$ cat src/rtl/xf100_ifu_fetch.sv
// xf100_ifu_fetch: sequential instruction fetch with credit-limited requests,
// a 2-entry instruction buffer and redirect flush of in-flight responses.
module xf100_ifu_fetch #(
  parameter int PC_SIZE = 32,
  parameter int INSTR_SIZE = 32,
  parameter logic [PC_SIZE-1:0] RESET_PC = 32'h8000_0000
) (
  input  logic                  clk,
  input  logic                  rst,
  input  logic                  ifu_i_redirect_valid,
  input  logic [PC_SIZE-1:0]    ifu_i_redirect_pc,
  output logic                  ifu_o_req_valid,
  input  logic                  ifu_i_req_ready,
  output logic [PC_SIZE-1:0]    ifu_o_req_addr,
  input  logic                  ifu_i_rsp_valid,
  input  logic [INSTR_SIZE-1:0] ifu_i_rsp_instr,
  input  logic                  ifu_i_rsp_err,
  output logic                  ifu_o_instr_valid,
  input  logic                  ifu_i_instr_ready,
  output logic [INSTR_SIZE-1:0] ifu_o_instr,
  output logic [PC_SIZE-1:0]    ifu_o_pc,
  output logic                  ifu_o_instr_err
);
  logic [PC_SIZE-1:0] req_pc, rsp_pc, redir_pc;
  logic [1:0] outst_cnt, drop_cnt, fifo_cnt, outst_nxt;
  logic [INSTR_SIZE-1:0] f_instr [2];
  logic [PC_SIZE-1:0] f_pc [2];
  logic [1:0] f_err;
  logic rd_ptr, wr_ptr, req_fire, push, pop, drop;
  logic unused_redir_lsb;
  assign unused_redir_lsb = ^ifu_i_redirect_pc[1:0];
  assign redir_pc = {ifu_i_redirect_pc[PC_SIZE-1:2], 2'b00};
  // Outstanding requests count against buffer space so responses never stall
  assign ifu_o_req_valid = !rst && !ifu_i_redirect_valid && (({1'b0, outst_cnt} + {1'b0, fifo_cnt}) < 3'd2);
  assign ifu_o_req_addr = rst ? '0 : req_pc;
  assign req_fire = ifu_o_req_valid && ifu_i_req_ready;
  assign drop = ifu_i_rsp_valid && (drop_cnt != 2'd0 || ifu_i_redirect_valid);
  assign push = ifu_i_rsp_valid && !drop;
  assign ifu_o_instr_valid = !rst && (fifo_cnt != 2'd0) && !ifu_i_redirect_valid;
  assign pop = ifu_o_instr_valid && ifu_i_instr_ready;
  assign ifu_o_instr = rst ? '0 : f_instr[rd_ptr];
  assign ifu_o_pc = rst ? '0 : f_pc[rd_ptr];
  assign ifu_o_instr_err = !rst && f_err[rd_ptr];
  assign outst_nxt = outst_cnt + {1'b0, req_fire} - {1'b0, ifu_i_rsp_valid};
  always_ff @(posedge clk) begin
    if (rst) begin
      req_pc <= RESET_PC;
      rsp_pc <= RESET_PC;
      outst_cnt <= 2'd0;
      drop_cnt <= 2'd0;
      fifo_cnt <= 2'd0;
      rd_ptr <= 1'b0;
      wr_ptr <= 1'b0;
    end else begin
      outst_cnt <= outst_nxt;
      if (ifu_i_redirect_valid) begin
        req_pc <= redir_pc;
        rsp_pc <= redir_pc;
        drop_cnt <= outst_nxt;
        fifo_cnt <= 2'd0;
        rd_ptr <= 1'b0;
        wr_ptr <= 1'b0;
      end else begin
        if (req_fire) req_pc <= req_pc + PC_SIZE'(4);
        if (push) rsp_pc <= rsp_pc + PC_SIZE'(4);
        if (ifu_i_rsp_valid && drop_cnt != 2'd0) drop_cnt <= drop_cnt - 2'd1;
        if (push) wr_ptr <= !wr_ptr;
        if (pop) rd_ptr <= !rd_ptr;
        fifo_cnt <= fifo_cnt + {1'b0, push} - {1'b0, pop};
      end
    end
  end
  always_ff @(posedge clk) begin
    if (push) begin
      f_instr[wr_ptr] <= ifu_i_rsp_instr;
      f_pc[wr_ptr] <= rsp_pc;
      f_err[wr_ptr] <= ifu_i_rsp_err;
    end
  end
endmodule
$ cat config.mk
export PLATFORM = sky130hd
export DESIGN_NAME = xf100_ifu_fetch
export DESIGN_NICKNAME = d
export VERILOG_FILES = /design/src/rtl/xf100_ifu_fetch.sv
export SDC_FILE = /design/constraint.sdc
export NUM_CORES = 1
export LEC_CHECK = 0
export CAP_MARGIN = 5
export CORE_MARGIN = 3
export CORE_UTILIZATION = 44
export DETAILED_ROUTE_END_ITERATION = 7
export GPL_TIMING_DRIVEN = 0
export HOLD_SLACK_MARGIN = 0.05
export PLACE_DENSITY_LB_ADDON = 0.05
export SLEW_MARGIN = 20
export SYNTH_ARGS = -nofsm -noshare
export SYNTH_HDL_FRONTEND = slang
export SYNTH_SLANG_ARGS = --single-unit
$ cat constraint.sdc
create_clock -name clk -period 15.19 [get_ports clk]
set_clock_uncertainty 0.1 [all_clocks]
set_input_delay 4.557 -clock clk [delete_from_list [all_inputs] [get_ports clk]]
set_output_delay 4.557 -clock clk [all_outputs]
set_load 0.03 [all_outputs]
==> flow_metrics.env, run 1 <==
export IMPL_syn_to_final_growth_pct=29.61
export IMPL_simple_gate_area_share_of_the_yosys_netlist=0.1857
export IMPL_multi_input_area_mm2=0.003490
export IMPL_run_status="complete, no violations"
export IMPL_ys_seq_elements=195
export IMPL_synth_compound_gate_area_share=0.09409
export IMPL_layout_min_cycle_time_ns=11.73
export IMPL_drtPass1Iterations=7
export IMPL_post_cts_repair_setup_buffers=0
export IMPL_grt_max_degree=36
export IMPL_timing_max_slew_rel_slack=0.3468
export IMPL_fp_dieArea_mm2=0.02196
export IMPL_ys_dominant_reg_cell="edfxtp_1"
export IMPL_placement_rows=51
export IMPL_path_max_fanout=10
export IMPL_critPathRequiredTime_ns=10.53
export IMPL_grt_pass1_wl_mm=36.10
export IMPL_synth_sequential_area_ratio=0.5806
export IMPL_synth_area_per_cell_um2=11.26
export IMPL_ctsResizeCount=0
export IMPL_floorplan_core_area_mm2=0.01965
export IMPL_clk_latency_ns=0.43
export IMPL_setup_tns_ns=0
export IMPL_synth_mux_area_frac=0.07567
export IMPL_numClockSinks=195
export IMPL_first_global_vias=6482
export IMPL_detailed_place_hpwl_mm=16.96
export IMPL_post_drt_wl_per_cell_um=18.67
export IMPL_syn_instance_count=790
export IMPL_synth_largest_type_area_fraction=0.4253
export IMPL_diodes=0
export IMPL_postLayoutCellArea_mm2=0.01153
export IMPL_min_path_type="reg2reg"
export IMPL_layout_filler_cells=1730
export IMPL_async_set_or_reset_flop_fraction_in_the_synthesized_netlist=0
export IMPL_post_synthesis_xor_xnor_area_fraction=0.02166
export IMPL_antenna_found_initial=0
export IMPL_number_of_levels_in_the_clock_h_tree=4
export IMPL_clock_buffer_depth=2
export IMPL_route_detailed_drc=0
export IMPL_ys_warn_count=0
export IMPL_vdd_ir_drop_worst_uv=76.74
export IMPL_instance_area_at_placement_mm2=0.01096
export IMPL_worstPathCellList="clkbuf_1, clkbuf_1, clkbuf_1, nor2_1, clkdlybuf4s50_1"
export IMPL_setup_viol=0
export IMPL_yosysUniqueCellTypes=55
export IMPL_max_cap_check_violation_count=0
export IMPL_holdBufCountCts=0
export IMPL_crit_slowest_cell="clkbuf_1"
export IMPL_report_final_slew_viol_count=0
export IMPL_timing_worst_setup_path_type="in2out"
export IMPL_final_util=0.5866
export IMPL_floorplan_initialDensity=0.4526
export IMPL_clk_pin_slew_ns=0.07
export IMPL_finalPower_mw=1.226
export IMPL_post_layout_net_count=1056
export IMPL_total_leakage_power_nw=3.734
export IMPL_power_density_mw_per_mm2=106.3
export IMPL_yosys_area_share_adder=0.01210
export IMPL_dieWidth_um=148.2
export IMPL_post_route_cells_drive_above_1_share=0.05152
export IMPL_post_drt_via_cell_ratio=5.506
export IMPL_gr_total_overflow=0
export IMPL_cts_inserted_buffers=17
export IMPL_ctsRootBufferMaster="clkbuf_16"
export IMPL_detailroute_via_count=6910
export IMPL_register_area_mm2=0.005165
export IMPL_clock_tree_from_tritoncts="built"
export IMPL_worst_setup_path_end_kind="output port"
export IMPL_numPortBuffers=161
export IMPL_chipHeight_um=148.2
export IMPL_start_kind="input port"
export IMPL_synth_largest_area_cell="edfxtp_1"
export IMPL_critPathMostFrequentCell="clkbuf_1"
export IMPL_timing_hold_ws_ns=0.3981
export IMPL_grt_setup_unrepaired="false"
export IMPL_groute_usage_overall=0.2106
export IMPL_drt_wl_total_mm=23.43
export IMPL_period_share=0.7721
export IMPL_synthTopCellsByArea="edfxtp_1 43%, dfxtp_1 16%, mux2i_1 7.3%, nor2_1 3.9%, nor2b_1 2.3%"
export IMPL_synth_area_mm2=0.008896
export IMPL_synth_top_family_by_area="simple AND/OR/NAND/NOR gates"
export IMPL_drtIter0Drc=484
export IMPL_max_freq_mhz=85.26
export IMPL_design_portCount=170
export IMPL_finalHoldViolCount=0
export IMPL_gp_congestion=0.9210
export IMPL_cp_data_arrival_time_ns=7.07
export IMPL_critical_path_max_stage_delay_ns=0.71
export IMPL_synth_edf_count=126
export IMPL_tightestPinTransition_ns=0.9709
export IMPL_ant_nets=0
==> critical path: cells and delay by family <==
kind | cells | cell delay [ns]
buf+inv | 4 | 2.38
simple gates | 1 | 0.13
==> power breakdown <==
group / switching (mW) / leakage [nW] / internal, mW / total [mW]
combinational: 0.0998 / 1.72 / 0.0766 / 0.176
sequential: 0.0240 / 1.73 / 0.597 / 0.621
clock: 0.211 / 0.279 / 0.217 / 0.428
total: 0.335 / 3.73 / 0.891 / 1.23
==> cells in the mapped netlist, drive strengths merged, types with 7 or more instances <==
cell type,n
a211oi,12
a21boi,11
a21oi,10
a31oi,17
and3,15
and4,12
buf,12
clkbuf,40
dfxtp,69
edfxtp,126
ha,7
inv,14
mux2i,65
nand2,35
nand3,27
nand4,25
nor2,92
nor2b,32
nor3,14
nor4,15
o21a,9
o21ai,21
o31ai,12
or3,11
or4,16
xnor2,13
xor2,9
==> cell type report <==
class | count | share of cell area
Sequential cell | 195 | 0.4480
Multi-Input combinational cell | 532 | 0.3027
Timing Repair Buffer | 165 | 0.1480
Tap cell | 265 | 0.02876
Buffer | 52 | 0.01845
Clock buffer | 17 | 0.03690
Inverter | 14 | 0.004558
Clock inverter | 15 | 0.01270
==> state kept, by name, indices dropped and copies added, names as in the netlist, named ones only <==
name / flops
f_instr: 64
f_pc: 60
req_pc: 30
rsp_pc: 30
drop_cnt: 2
f_err: 2
fifo_cnt: 2
outst_cnt: 2
rd_ptr: 1
wr_ptr: 1
==> cells in the final DEF, fill, tap and decap left out, drive strengths merged, types with 13 or more instances in the layout <==
cell	count
clkdlybuf4s50	161
edfxtp	126
nor2	92
dfxtp	69
mux2i	65
clkbuf	57
nand2	35
nor2b	32
nand3	27
nand4	25
o21ai	21
inv	19
a31oi	17
or4	16
buf	16
and3	15
nor4	15
nor3	14
xnor2	13
==> kinds of logic (layout without fill, tap and decap cells) <==
group,Yosys count,count (layout)
AOI/OAI and AO/OA,120,120
adders and majority gates,8,8
muxes,67,67
other,1,4
and+or+nand+nor,311,311
DFF,195,195
xor gates and xnor gates,22,22
buffers and inverters,66,263
==> layer usage <==
layer  GRT usage  vias to the layer above  wire length (µm)
met5           0                        -                 0
met4     0.06097                        0               406
met3     0.03748                       29              1251
met2      0.3382                      237             10980
met1      0.2954                     3299             10790
li1            -                     3345                 -
==> final timing paths <==
check	from	endpoint	cells after the start	slack [ns]
worst max-delay path	rst	ifu_o_pc[31]	5	3.46
worst min-delay path	rsp_pc[31]	f_pc[1][31]	0	0.40
worst max register to register	outst_cnt[0]	drop_cnt[1]	12	11.84
worst min register to register	rsp_pc[31]	f_pc[1][31]	0	0.40
==> through the flow <==
stage                     setup WS [ns]  std cells
after global placement            3.514       1219
after global routing              3.389       1255
after floorplan                   4.677        793
after detailed placement          3.579       1223
final                             3.462       1255
after CTS                         3.499       1255
(Power assumes the default switching activity.)
==> run 2, diff against run 1 <==
==> constraint.sdc (replaced) <==
create_clock -name clk -period 9.8 [get_ports clk]
set_clock_uncertainty 0.1 [all_clocks]
set_input_delay 2.94 -clock clk [delete_from_list [all_inputs] [get_ports clk]]
set_output_delay 2.94 -clock clk [all_outputs]
set_load 0.03 [all_outputs]
==> results of run 2 <==
The final DEF is identical to that of run 1. Status: complete, no violations.
Main changes from that run: setup slack after placement 3.579 ns -> 1.423 ns; setup slack after layout 3.462 ns -> 1.306 ns; register-to-register setup slack 11.84 ns -> 6.45 ns; total power 1.226 mW -> 1.900 mW; worst IR drop on VDD 76.74 µV -> 118.9 µV
